File: src/rtl/alu.sv
// Registered N-bit ALU for the calculator datapath.
// It computes one operation combinationally from A, B and sel, then registers the result and four flags.
module alu #(
  parameter int N = 4
) (
  input  logic         clk,
  input  logic         rst,
  input  logic [N-1:0] A,
  input  logic [N-1:0] B,
  input  logic [3:0]   sel,
  output logic [N-1:0] out,
  output logic         Z,
  output logic         O,
  output logic         Ca,
  output logic         Neg
);

  localparam logic [3:0] OP_ADD = 4'b0000;
  localparam logic [3:0] OP_SUB = 4'b0001;
  localparam logic [3:0] OP_MUL = 4'b0010;
  localparam logic [3:0] OP_DIV = 4'b0011;
  localparam logic [3:0] OP_MOD = 4'b0100;
  localparam logic [3:0] OP_SHL = 4'b0101;
  localparam logic [3:0] OP_SHR = 4'b0110;
  localparam logic [3:0] OP_AND = 4'b0111;
  localparam logic [3:0] OP_OR  = 4'b1000;
  localparam logic [3:0] OP_XOR = 4'b1001;

  localparam int           SW    = $clog2(N);
  localparam logic [N-1:0] N_VAL = N'(N);

  // Arithmetic datapath
  logic [N:0]     sum_ext;
  logic [N:0]     diff_ext;
  logic [2*N-1:0] prod;
  logic           b_zero;
  logic [N-1:0]   quot;
  logic [N-1:0]   rem;

  assign sum_ext  = {1'b0, A} + {1'b0, B};
  assign diff_ext = {1'b0, A} - {1'b0, B};
  assign prod     = {{N{1'b0}}, A} * {{N{1'b0}}, B};
  assign b_zero   = (B == '0);
  assign quot     = b_zero ? '1 : (A / B);
  assign rem      = b_zero ? A  : (A % B);

  logic add_ovf;
  logic sub_ovf;

  assign add_ovf = (A[N-1] == B[N-1]) && (sum_ext[N-1] != A[N-1]);
  assign sub_ovf = (A[N-1] != B[N-1]) && (diff_ext[N-1] != A[N-1]);

  // Barrel shifters: one stage per bit of the shift amount.
  // Any amount >= N clears the result, so only the low SW bits feed the stages.
  logic [N-1:0] shl_stage [0:SW];
  logic [N-1:0] shr_stage [0:SW];
  logic         shamt_big;
  logic [N-1:0] shl_res;
  logic [N-1:0] shr_res;

  assign shl_stage[0] = A;
  assign shr_stage[0] = A;

  genvar gi;
  generate
    for (gi = 0; gi < SW; gi++) begin : g_shift
      assign shl_stage[gi+1] = B[gi] ? (shl_stage[gi] << (1 << gi)) : shl_stage[gi];
      assign shr_stage[gi+1] = B[gi] ? (shr_stage[gi] >> (1 << gi)) : shr_stage[gi];
    end
  endgenerate

  assign shamt_big = (B >= N_VAL);
  assign shl_res   = shamt_big ? '0 : shl_stage[SW];
  assign shr_res   = shamt_big ? '0 : shr_stage[SW];

  // Result and flag selection
  logic [N-1:0] out_d, out_q;
  logic         z_d, z_q;
  logic         o_d, o_q;
  logic         ca_d, ca_q;
  logic         neg_d, neg_q;
  logic         arith;

  always_comb begin
    out_d = '0;
    o_d   = 1'b0;
    ca_d  = 1'b0;
    arith = 1'b0;
    case (sel)
      OP_ADD: begin
        out_d = sum_ext[N-1:0];
        ca_d  = sum_ext[N];
        o_d   = add_ovf;
        arith = 1'b1;
      end
      OP_SUB: begin
        out_d = diff_ext[N-1:0];
        ca_d  = diff_ext[N];
        o_d   = sub_ovf;
        arith = 1'b1;
      end
      OP_MUL: begin
        out_d = prod[N-1:0];
        o_d   = |prod[2*N-1:N];
        arith = 1'b1;
      end
      OP_DIV: begin
        out_d = quot;
        o_d   = b_zero;
        arith = 1'b1;
      end
      OP_MOD: begin
        out_d = rem;
        o_d   = b_zero;
        arith = 1'b1;
      end
      OP_SHL:  out_d = shl_res;
      OP_SHR:  out_d = shr_res;
      OP_AND:  out_d = A & B;
      OP_OR:   out_d = A | B;
      OP_XOR:  out_d = A ^ B;
      default: out_d = '0;
    endcase
    z_d   = arith && (out_d == '0);
    neg_d = arith && out_d[N-1];
  end

  always_ff @(posedge clk) begin
    if (rst) begin
      out_q <= '0;
      z_q   <= 1'b0;
      o_q   <= 1'b0;
      ca_q  <= 1'b0;
      neg_q <= 1'b0;
    end else begin
      out_q <= out_d;
      z_q   <= z_d;
      o_q   <= o_d;
      ca_q  <= ca_d;
      neg_q <= neg_d;
    end
  end

  assign out = out_q;
  assign Z   = z_q;
  assign O   = o_q;
  assign Ca  = ca_q;
  assign Neg = neg_q;

endmodule

File: config.mk
export PLATFORM = sky130hd
export DESIGN_NAME = alu
export DESIGN_NICKNAME = d
export VERILOG_FILES = /design/src/rtl/alu.sv
export SDC_FILE = /design/constraint.sdc
export NUM_CORES = 1
export LEC_CHECK = 0
export BUFFER_PORTS_ARGS = -buffer_cell sky130_fd_sc_hd__buf_2
export CAP_MARGIN = 10
export CORE_UTILIZATION = 40
export DETAILED_ROUTE_END_ITERATION = 10
export GPL_ROUTABILITY_DRIVEN = 0
export PLACE_DENSITY = 0.63
export SLEW_MARGIN = 30
export SYNTH_ARGS = -nofsm -noshare
export SYNTH_HDL_FRONTEND = slang
export SYNTH_SLANG_ARGS = --single-unit
File: constraint.sdc
create_clock -name clk -period 6.25 [get_ports clk]
set_input_delay 0.9375 -clock clk [delete_from_list [all_inputs] [get_ports clk]]
set_output_delay 0.9375 -clock clk [all_outputs]
set_load 0.03 [all_outputs]
==> impl_results.md <==
- Layout cells sized above 1: 14.49%
- Die area: 5735 µm²
- Syn_nets: 325
- Top cells by area in the synthesized netlist: ha_1 22%, dfxtp_1 7.4%, fa_1 6.4%, nor2_1 4.0%, inv_1 3.8%
- Final setup margin: 541.2 ps
- Synth cell types: 65
- Period utilization: 91.34%
- Area leader, netlist: ha_1
- Critical Path Start Type: input port
- EDFF count, synth: 0
- Async SR Flop Fraction: 0%
- CTS tree: done
- DRC Markers: 0
- Initial antenna violation count: 0
- Via count: 2011
- ANT cells: 0
- H-Tree Depth: 1
- Grt ovf: 0
- Post-DRT Antenna Nets: 0
- HP Class: input port to register
- Max-slew violation count: 0
- Drt total wl: 5495 µm
- Final core occ: 44.97%
- Final setup fails: 0
- TNS Setup: 0 ps
- Total GRT Usage: 20.72%
- Sequential area share after synthesis: 7.365%
- Worst EP arrival: 5810 ps
- Initial Utilization: 42.04%
- Clock Path Buffers: 2
- Most frequent cells in the layout: 38 x ha_1, 23 x nor2_1, 22 x inv_1
- Post-CTS sizing: 0
- CP Data Required Time: 6350 ps
- Placement Rows: 26
- Total core area: 5172 µm²
- I/O pins: 22
- Leakage: 1.084 nW
- Peak VDD IR: 0.08331 mV
- CTS root buffer: clkbuf_8
- Pin count of the biggest net entering global routing: 21
- Hold Buf Count CTS: 0
- Number of fill cells: 521
- RSZ-0062 raised after global routing: no
- Nets@finish: 344
- Crit. End Element: register
- Run status: finished, final reports clean
- Main synth FF type: dfxtp_1
- First-pass GRT wire length: 8914 µm
- Most frequent cell on the critical path: a21oi_1
- Fmax: 175.2 MHz
- Slowest stage delay, CP: 680 ps
- Synth Instances: 266
- Hpwl dp: 4508 µm
- Ys Warns: 0
- PortBufs: 21
- Vias in the first global route: 1837
- Synth Cell Area: 2175 µm²
- Die H: 75.73 µm
- Critical path's slowest cell: or4_2
- Vias/cell: 5.697
- CTS sink cnt: 8
- Cells along the critical path: buf_2, inv_1, ha_1, a21oi_1, a21oi_1, ha_1, o21ai_1, nand2b_1, a221o_1, nand2_1, ha_1, a21oi_1, a21oi_1, a221oi_1, inv_1, fa_1, a31oi_1, nor2_1, or4_2, nand4_1, nor4_2
- Die W: 75.73 µm
- Worst slew margin: 65.74%
- Synth top area share: 21.86%
- Syn-to-layout area delta: 6.962%
- Final Hold Vio Count: 0
- Pwr per Cell Area: 131.3 nW/µm²
- Seq cells post-synth: 8
- Crit-path max FO: 15
- First-pass iteration count of the detailed router: 4
- Syn Area/Cell: 8.175 µm²
- Initial DRC count: 188
- Wire length per cell: 15.57 µm
- Max_cap viols: 0
- Clock Pin Slew Worst Setup and Hold Paths: 40 ps
- Post-CTS setup buffers: 0
- WHS: 962.3 ps
- TritonCTS buffer count: 3
- Most common cell after layout, fill and taps aside: ha_1
- Fin crit period: 5709 ps
- Slew of the pin with the lowest slew margin: 509.9 ps
- Crit Path Category: input port to register
- Worst slack, placed: 390.8 ps
-- state kept, by name (all words and copies together) (netlist names) --
signal,flops
Ca,1
O,1
out,4
Z,1
Neg,1
-- where the power goes --
part           internal (mW)  total, mW  switching (mW)
combinational         0.0788      0.191           0.112
clock                 0.0415     0.0600          0.0185
sequential            0.0542     0.0547        0.000511
total                  0.174      0.306           0.131
-- routing by layer --
layer | wire [µm] | global-route usage (%)
met5 | 0 | 0
met4 | 192 | 9.671
met3 | 289 | 0.7937
met2 | 2403 | 33.43
met1 | 2609 | 28.55
-- path summary, 6_finish.rpt --
path,depth (start not counted),startpoint,endpoint
worst max-delay path,21,B[0],Z
worst min-delay path,2,rst,out[3]
-- kinds of logic (layout without fill, tap and decap cells) --
family / Yosys count / count (layout) / share of synthesized area, %
flops: 8 / 8 / 7.365
mux: 7 / 7 / 5.178
xor+xnor: 7 / 7 / 2.819
simple gates: 96 / 96 / 24.97
fa+ha+maj: 45 / 45 / 28.31
buf+inv: 32 / 49 / 8.457
compound gates: 71 / 71 / 22.90
-- Yosys cell counts (2+ instances only) --
| master | instances |
|---|---|
| nand3b_1 | 3 |
| dfxtp_1 | 8 |
| nand4_1 | 3 |
| a211o_1 | 3 |
| nor3_1 | 7 |
| o32ai_1 | 3 |
| o211a_1 | 3 |
| clkbuf_8 | 4 |
| o211ai_1 | 2 |
| nand2b_1 | 6 |
| o22ai_1 | 3 |
| mux4_2 | 2 |
| o21a_1 | 3 |
| and3_1 | 3 |
| a21o_1 | 4 |
| fa_1 | 7 |
| buf_6 | 3 |
| o21ai_0 | 12 |
| nor4_1 | 3 |
| inv_1 | 22 |
| nor2_1 | 23 |
| nand2_1 | 14 |
| ha_1 | 38 |
| nand3_1 | 9 |
| xnor2_1 | 6 |
| a21oi_1 | 12 |
| a211oi_1 | 6 |
| a31oi_1 | 5 |
| nor2b_1 | 9 |
| mux2i_1 | 3 |
| o21bai_1 | 3 |
-- through the flow --
| stage | area (µm²) | total power, mW | cells |
|---|---|---|---|
| detailed placement | 2285 | 0.2440 | 350 |
| global placement | 2285 | 0.2433 | 350 |
| CTS | 2326 | 0.3061 | 353 |
| finish | 2326 | 0.3055 | 353 |
| floorplan | 2175 | 0.2001 | 266 |
| global route | 2326 | 0.3307 | 353 |
-- worst max-delay path, delay by kind of cell --
family,cells,cell delay [ps]
compound gates,8,1850
fa+ha+maj,4,1300
buf+inv,3,560
simple gates,6,1150
-- layout make-up --
| cell class | count | area, µm² | area share [%] |
|---|---|---|---|
| flip-flops and latches | 8 | 160.2 | 6.885 |
| inverters | 23 | 86.33 | 3.712 |
| well taps | 70 | 87.58 | 3.765 |
| clock buffers | 3 | 41.29 | 1.775 |
| multi-input cells | 226 | 1831 | 78.70 |
| repair buffers | 23 | 120.1 | 5.164 |
No activity file was read; power rests on OpenSTA's default activity.
